**config.mk**
```make
export PLATFORM = sky130hd
export DESIGN_NAME = byte_sram_ctrl_flat
export DESIGN_NICKNAME = d
export VERILOG_FILES = /design/src/rtl/byte_sram_ctrl_if.sv /design/src/rtl/byte_sram_ctrl.sv /design/src/flat_wrapper.sv
export SDC_FILE = /design/constraint.sdc
export NUM_CORES = 1
export LEC_CHECK = 0
export BUFFER_PORTS_ARGS = -buffer_cell sky130_fd_sc_hd__buf_2
export CAP_MARGIN = 5
export CORE_MARGIN = 1.5
export CORE_UTILIZATION = 54
export DETAILED_ROUTE_END_ITERATION = 10
export MAX_ROUTING_LAYER = met4
export PLACE_DENSITY = 0.79
export SETUP_SLACK_MARGIN = 0.02
export SLEW_MARGIN = 20
export SYNTH_ARGS = -nofsm -noshare
export SYNTH_HDL_FRONTEND = slang
export SYNTH_SLANG_ARGS = --single-unit
```
**constraint.sdc**
```tcl
create_clock -name sram_clk -period 2.25 [get_ports sram_clk]
set_input_delay 0.1125 -clock sram_clk [delete_from_list [all_inputs] [get_ports sram_clk]]
set_output_delay 0.1125 -clock sram_clk [all_outputs]
set_load 0.005 [all_outputs]
```
**src/rtl/byte_sram_ctrl_if.sv**
```systemverilog
// Client-side command / write-data / read-response bundle for byte_sram_ctrl.
// Latency: none (wires only).
// Backpressure: valid/ready on all three channels; busy is a status flag.
// Ports: req_* command channel, wdata* write beat channel, rsp_* read response
// channel, busy status. master = client, slave = controller.
interface byte_sram_ctrl_if #(
    parameter int ADDR_W = 7,
    parameter int DATA_W = 8
) ();
    logic              req_valid;
    logic              req_ready;
    logic              req_write;
    logic [ADDR_W-1:0] req_addr;
    logic [ADDR_W-1:0] req_len;
    logic              wdata_valid;
    logic              wdata_ready;
    logic [DATA_W-1:0] wdata;
    logic              rsp_valid;
    logic              rsp_ready;
    logic [DATA_W-1:0] rsp_data;
    logic              busy;

    modport master (
        output req_valid, req_write, req_addr, req_len,
        output wdata_valid, wdata, rsp_ready,
        input  req_ready, wdata_ready, rsp_valid, rsp_data, busy
    );

    modport slave (
        input  req_valid, req_write, req_addr, req_len,
        input  wdata_valid, wdata, rsp_ready,
        output req_ready, wdata_ready, rsp_valid, rsp_data, busy
    );
endinterface

```
**src/rtl/byte_sram_ctrl.sv**
```systemverilog
// Request-side initiator for a 2**ADDR_W x DATA_W SRAM: single/burst commands -> registered SRAM strobes.
// Latency: strobe 1 cycle after beat accept / issue decision; read response valid 3 cycles after issue decision.
// Backpressure: reads issue only while fifo_count + inflight < RSP_DEPTH; req_ready low during any burst.
// Ports: sram_clk/sram_ares (sync, active-high) clock/reset; bus = client interface (slave modport);
// wr_enable/rd_enable/ram_index/sram_data_in drive the SRAM; sram_data_out is its read data.
module byte_sram_ctrl #(
    parameter int ADDR_W    = 7,
    parameter int DATA_W    = 8,
    parameter int RSP_DEPTH = 4
) (
    input  logic              sram_clk,
    input  logic              sram_ares,
    byte_sram_ctrl_if.slave   bus,
    output logic              wr_enable,
    output logic              rd_enable,
    output logic [ADDR_W-1:0] ram_index,
    output logic [DATA_W-1:0] sram_data_in,
    input  logic [DATA_W-1:0] sram_data_out
);
    localparam logic [1:0] S_IDLE  = 2'd0;
    localparam logic [1:0] S_WRITE = 2'd1;
    localparam logic [1:0] S_READ  = 2'd2;

    localparam int PTR_W = (RSP_DEPTH > 1) ? $clog2(RSP_DEPTH) : 1;
    localparam int CNT_W = $clog2(RSP_DEPTH + 1);
    localparam int OCC_W = CNT_W + 1;
    localparam logic [OCC_W-1:0] DEPTH_C  = OCC_W'(RSP_DEPTH);
    localparam logic [PTR_W-1:0] PTR_LAST = PTR_W'(RSP_DEPTH - 1);

    logic [1:0]        state;
    logic [ADDR_W-1:0] addr_q;
    logic [ADDR_W-1:0] remain_q;   // beats left minus 1; zero means current beat is the last
    logic              rd_land;    // read strobed last cycle: sram_data_out holds its byte now

    logic [DATA_W-1:0] fifo_mem [RSP_DEPTH];
    logic [PTR_W-1:0]  wr_ptr;
    logic [PTR_W-1:0]  rd_ptr;
    logic [CNT_W-1:0]  fifo_count;

    logic              accept;
    logic              beat;
    logic              issue;
    logic              push;
    logic              pop;
    logic [OCC_W-1:0]  occupancy;

    assign bus.req_ready   = (state == S_IDLE);
    assign bus.wdata_ready = (state == S_WRITE);
    assign bus.rsp_valid   = (fifo_count != '0);
    assign bus.rsp_data    = bus.rsp_valid ? fifo_mem[rd_ptr] : '0;
    // rd_enable and rd_land together are the in-flight reads (at most one per stage).
    assign bus.busy        = (state != S_IDLE) | rd_enable | rd_land | (fifo_count != '0);

    assign accept = bus.req_valid & bus.req_ready;
    assign beat   = bus.wdata_valid & (state == S_WRITE);
    assign push   = rd_land;
    assign pop    = bus.rsp_valid & bus.rsp_ready;

    // Every slot is reserved at issue time; a pop in the same cycle is not
    // credited, which keeps the check off the rsp_ready timing path.
    assign occupancy = OCC_W'(fifo_count) + OCC_W'(rd_enable) + OCC_W'(rd_land);
    assign issue     = (state == S_READ) & (occupancy < DEPTH_C);

    always_ff @(posedge sram_clk) begin
        if (sram_ares) begin
            state        <= S_IDLE;
            addr_q       <= '0;
            remain_q     <= '0;
            wr_enable    <= 1'b0;
            rd_enable    <= 1'b0;
            rd_land      <= 1'b0;
            ram_index    <= '0;
            sram_data_in <= '0;
        end else begin
            // Only one of beat/issue can be set (state-exclusive), so the
            // two enables never overlap.
            wr_enable <= beat;
            rd_enable <= issue;
            rd_land   <= rd_enable;
            if (beat) begin
                sram_data_in <= bus.wdata;
            end
            if (beat | issue) begin
                ram_index <= addr_q;
                addr_q    <= addr_q + 1'b1;     // natural wrap at 2**ADDR_W
                remain_q  <= remain_q - 1'b1;
                if (remain_q == '0) begin
                    state <= S_IDLE;
                end
            end
            if (accept) begin
                addr_q   <= bus.req_addr;
                remain_q <= bus.req_len;
                state    <= bus.req_write ? S_WRITE : S_READ;
            end
        end
    end

    // Response FIFO storage needs no reset: occupancy is tracked by fifo_count.
    always_ff @(posedge sram_clk) begin
        if (!sram_ares && push) begin
            fifo_mem[wr_ptr] <= sram_data_out;
        end
    end

    always_ff @(posedge sram_clk) begin
        if (sram_ares) begin
            wr_ptr     <= '0;
            rd_ptr     <= '0;
            fifo_count <= '0;
        end else begin
            if (push) begin
                wr_ptr <= (wr_ptr == PTR_LAST) ? '0 : wr_ptr + 1'b1;
            end
            if (pop) begin
                rd_ptr <= (rd_ptr == PTR_LAST) ? '0 : rd_ptr + 1'b1;
            end
            case ({push, pop})
                2'b10:   fifo_count <= fifo_count + 1'b1;
                2'b01:   fifo_count <= fifo_count - 1'b1;
                default: fifo_count <= fifo_count;
            endcase
        end
    end
endmodule

```
**src/flat_wrapper.sv**
```systemverilog
// flat-port wrapper written by rule: the top's interface ports become plain ports
module byte_sram_ctrl_flat 
#(
    parameter int ADDR_W    = 7,
    parameter int DATA_W    = 8,
    parameter int RSP_DEPTH = 4
)
  (sram_clk, sram_ares, wr_enable, rd_enable, ram_index, sram_data_in, sram_data_out, bus_req_valid, bus_req_write, bus_req_addr, bus_req_len, bus_wdata_valid, bus_wdata, bus_rsp_ready, bus_req_ready, bus_wdata_ready, bus_rsp_valid, bus_rsp_data, bus_busy);
  byte_sram_ctrl_if #(.ADDR_W(ADDR_W), .DATA_W(DATA_W)) bus_i ();
  input  logic sram_clk;
  input  logic sram_ares;
  output logic wr_enable;
  output logic rd_enable;
  output logic [ADDR_W-1:0] ram_index;
  output logic [DATA_W-1:0] sram_data_in;
  input  logic [DATA_W-1:0] sram_data_out;
  input wire logic [$bits(bus_i.req_valid)-1:0] bus_req_valid;
  input wire logic [$bits(bus_i.req_write)-1:0] bus_req_write;
  input wire logic [$bits(bus_i.req_addr)-1:0] bus_req_addr;
  input wire logic [$bits(bus_i.req_len)-1:0] bus_req_len;
  input wire logic [$bits(bus_i.wdata_valid)-1:0] bus_wdata_valid;
  input wire logic [$bits(bus_i.wdata)-1:0] bus_wdata;
  input wire logic [$bits(bus_i.rsp_ready)-1:0] bus_rsp_ready;
  output wire logic [$bits(bus_i.req_ready)-1:0] bus_req_ready;
  output wire logic [$bits(bus_i.wdata_ready)-1:0] bus_wdata_ready;
  output wire logic [$bits(bus_i.rsp_valid)-1:0] bus_rsp_valid;
  output wire logic [$bits(bus_i.rsp_data)-1:0] bus_rsp_data;
  output wire logic [$bits(bus_i.busy)-1:0] bus_busy;
  assign bus_i.req_valid = bus_req_valid;
  assign bus_i.req_write = bus_req_write;
  assign bus_i.req_addr = bus_req_addr;
  assign bus_i.req_len = bus_req_len;
  assign bus_i.wdata_valid = bus_wdata_valid;
  assign bus_i.wdata = bus_wdata;
  assign bus_i.rsp_ready = bus_rsp_ready;
  assign bus_req_ready = bus_i.req_ready;
  assign bus_wdata_ready = bus_i.wdata_ready;
  assign bus_rsp_valid = bus_i.rsp_valid;
  assign bus_rsp_data = bus_i.rsp_data;
  assign bus_busy = bus_i.busy;
  byte_sram_ctrl #(.ADDR_W(ADDR_W), .DATA_W(DATA_W), .RSP_DEPTH(RSP_DEPTH)) u_core (.sram_clk(sram_clk), .sram_ares(sram_ares), .bus(bus_i), .wr_enable(wr_enable), .rd_enable(rd_enable), .ram_index(ram_index), .sram_data_in(sram_data_in), .sram_data_out(sram_data_out));
endmodule
```
==> impl_metrics.json <==
{
  "outcome": "finished, final reports clean",
  "ir_drop_mv": 0.4295,
  "worstHoldPathType": "primary input to flop",
  "timing_max_transition_violations_final": 0,
  "instances_no_fill": 437,
  "floorplan.die_area_um2": 6338,
  "synth_top_cell_area_share": 0.3032,
  "antenna_found_initial": 0,
  "timing.critical_path.required_ns": 2.14,
  "worst_skew_pair.late_latency_ns": 0.34,
  "initialDrtViolationCount": 114,
  "number_of_vias_per_cell_after_detailed_routing": 5.341,
  "tritoncts_num_sinks": 75,
  "ys.warnings.count": 0,
  "relSlewSlack": 0.5654,
  "cts.clk_slew.worst_paths_ns": 0.07,
  "die_w_um": 79.61,
  "timing_worst_slew_pin_value_ns": 0.6503,
  "global_route_total_overflow": 0,
  "start_util": 0.5686,
  "critical-path-max-stage-delay_ns": 0.62,
  "synth_area_leaders": "edfxtp_1 (30%), dfxtp_1 (27%), mux4_2 (5.7%)",
  "timing.critical_path.slowest_stage_cell": "or4b_2",
  "flow.area_growth_from_synthesis_pct": 25.46,
  "syn-num-nets": 323,
  "setup_viol_count_final": 0,
  "timing.critical_path.arrival_ns": 2.04,
  "grt_pass1_vias": 2230,
  "summed_negative_setup_slack_over_all_endpoints_ns": 0,
  "detailedRoute.firstPassIterationCount": 4,
  "crit_path_start_kind": "flop",
  "clk_root_buffer_cell": "clkbuf_8",
  "achievable-frequency_mhz": 464.5,
  "num_antenna_cells": 0,
  "floorplan.io_pins": 65,
  "hold_viol_final": 0,
  "yosys_register_bits": 75,
  "drc": 0,
  "cts-htree-levels": 3,
  "worst_setup_ep_type": "output port",
  "post_route_cells_drive_above_1_share": 0.2658,
  "power.density_cell_area_nw_per_um2": 801.4,
  "total_leakage_power_nw": 1.621,
  "dp_hpwl_um": 4286,
  "timing_worst_setup_path_type": "flop to output port",
  "seq_area_frac_synth": 0.5748,
  "path_cells": "or3_1, buf_4, or4b_2, buf_2",
  "total_global_routing_track_utilization": 0.2278,
  "grt_max_degree": 27,
  "cts_resized": 0,
  "vias": 2334,
  "wl_per_cell_um": 14.59,
  "chipHeight_um": 79.61,
  "worst_clock_skew_ns": 0.003000,
  "core-area_um2": 5574,
  "grt_pass1_wl_um": 10360,
  "min_period_ns": 2.153,
  "globalplace.congestion": 0.7824,
  "fp-row-count": 27,
  "grt_setup_unrepaired": "no",
  "placedCellCount": 403,
  "clk_path_buf_depth": 2,
  "min_period_over_period": 0.9569,
  "port_buffers": 64,
  "synthesis.area_um2": 3169,
  "yosysUniqueCellTypes": 36,
  "routed_wirelength_um": 6376,
  "cp_max_fo": 11,
  "synth.largest_area_cell": "edfxtp_1",
  "syn_inst": 277,
  "tritoncts": "done",
  "syn-mean-instance-area_um2": 11.44,
  "max_cap_viols": 0,
  "final_net_count": 406,
  "final_util": 0.7134,
  "cts-buffers-inserted": 9,
  "antenna_left": 0
}
metal layers:
layer,track usage,wire length [µm]
met2,0.3585,3141
met5,-,0
met3,0.06171,309
met1,0.2738,2770
met4,0.1053,155
synthesized netlist by cell type, drive strengths merged:
master and count:
and2 14, o21a 1, nand3 3, xor2 2, mux4 8, nor2b 2, o211a 1, o21ai 13
ha 9, or3 9, xnor2 2, nand4 2, nand2 22, or3b 1, and4 2, nor2 30
a311oi 9, buf 4, a211oi 3, a21o 1, nor3 3, or4b 2, nor4 3, clkbuf 11
and3 1, dfxtp 43, nand3b 5, edfxtp 32, inv 11, nand2b 2, mux2 1, o211ai 1
a21oi 14, fa 1, mux2i 9
path summary, 6_finish.rpt:
check / startpoint / to / slack (ns) / depth (start not counted)
setup / recovery: u_core.fifo_count[0] / bus_busy / 0.1 / 4
hold / removal: bus_req_write / u_core.state[0] / 0.03 / 3
setup reg to reg: u_core.fifo_count[1] / u_core.fifo_count[2] / 0.22 / 9
hold reg to reg: u_core.ram_index[5] / u_core.ram_index[5] / 0.45 / 2
sequential cells by signal, summed over array words and instances (netlist names), named ones only:
signal,flops
u_core.fifo_mem,32
u_core.sram_data_in,8
u_core.addr_q,7
u_core.ram_index,7
u_core.remain_q,7
u_core.fifo_count,3
u_core.rd_ptr,2
u_core.state,2
u_core.wr_ptr,2
u_core.push,1
u_core.rd_enable,1
u_core.wr_enable,1
cell families after synthesis:
group / Yosys count / synth area share
simple gates: 101 / 0.1646
xor+xnor: 4 / 0.01106
buf+inv: 26 / 0.03237
compound gates: 43 / 0.08646
fa+ha+maj: 10 / 0.04185
flops: 75 / 0.5748
mux: 18 / 0.08883
critical path: cells and delay by family (launching register included):
family	cells	cell delay (ns)
DFF	1	0.34
and+or+nand+nor	2	1.02
buffers and inverters	2	0.34
power by group:
| part | switching [mW] | internal [mW] | total [mW] |
|---|---|---|---|
| registers | 0.0589 | 1.48 | 1.54 |
| logic | 0.221 | 0.208 | 0.429 |
| clock network | 0.488 | 0.732 | 1.22 |
| total | 0.769 | 2.42 | 3.19 |
area by class of cell:
type	count	area [µm²]
multi-input combinational	176	1245
fill	430	1598
tap	72	90.09
clock inverter	7	116.4
timing repair buffer	87	538.0
clock buffer	9	123.9
sequential	75	1822
inverter	11	41.29
metrics by stage:
| step | setup WS [ns] | power, mW | cell area [µm²] | hold slack (ns) |
|---|---|---|---|---|
| after floorplan | 0.4146 | 1.825 | 3169 | 0.2114 |
| after global placement | 0.3357 | 1.955 | 3556 | 0.3293 |
| after detailed placement | 0.2478 | 1.971 | 3556 | 0.3330 |
| after CTS | 0.06620 | 3.214 | 3976 | 0.006633 |
| after global routing | 0.02943 | 3.321 | 3976 | 0.02860 |
| final | 0.09697 | 3.187 | 3976 | 0.03038 |
what timing repair did:
action                                 CTS  global route
setup buffers                            0             0
hold buffers                            18             0
endpoints found under the hold margin   42             0
placed cells by master, fill, tap and decap left out, types with 5 or more instances in the layout:
cell,Yosys,layout
buf_2,4,64
dfxtp_1,43,43
edfxtp_1,32,32
nor2_1,30,30
nand2_1,22,22
dlygate4sd3_1,0,18
and2_1,14,14
a21oi_1,14,14
o21ai_0,13,13
inv_1,11,11
or3_1,9,9
a311oi_1,9,9
mux2i_1,9,9
ha_1,9,9
clkbuf_8,0,9
mux4_2,8,8
nand3b_1,5,5
buf_4,0,5
No activity file was read; power rests on OpenSTA's default activity.
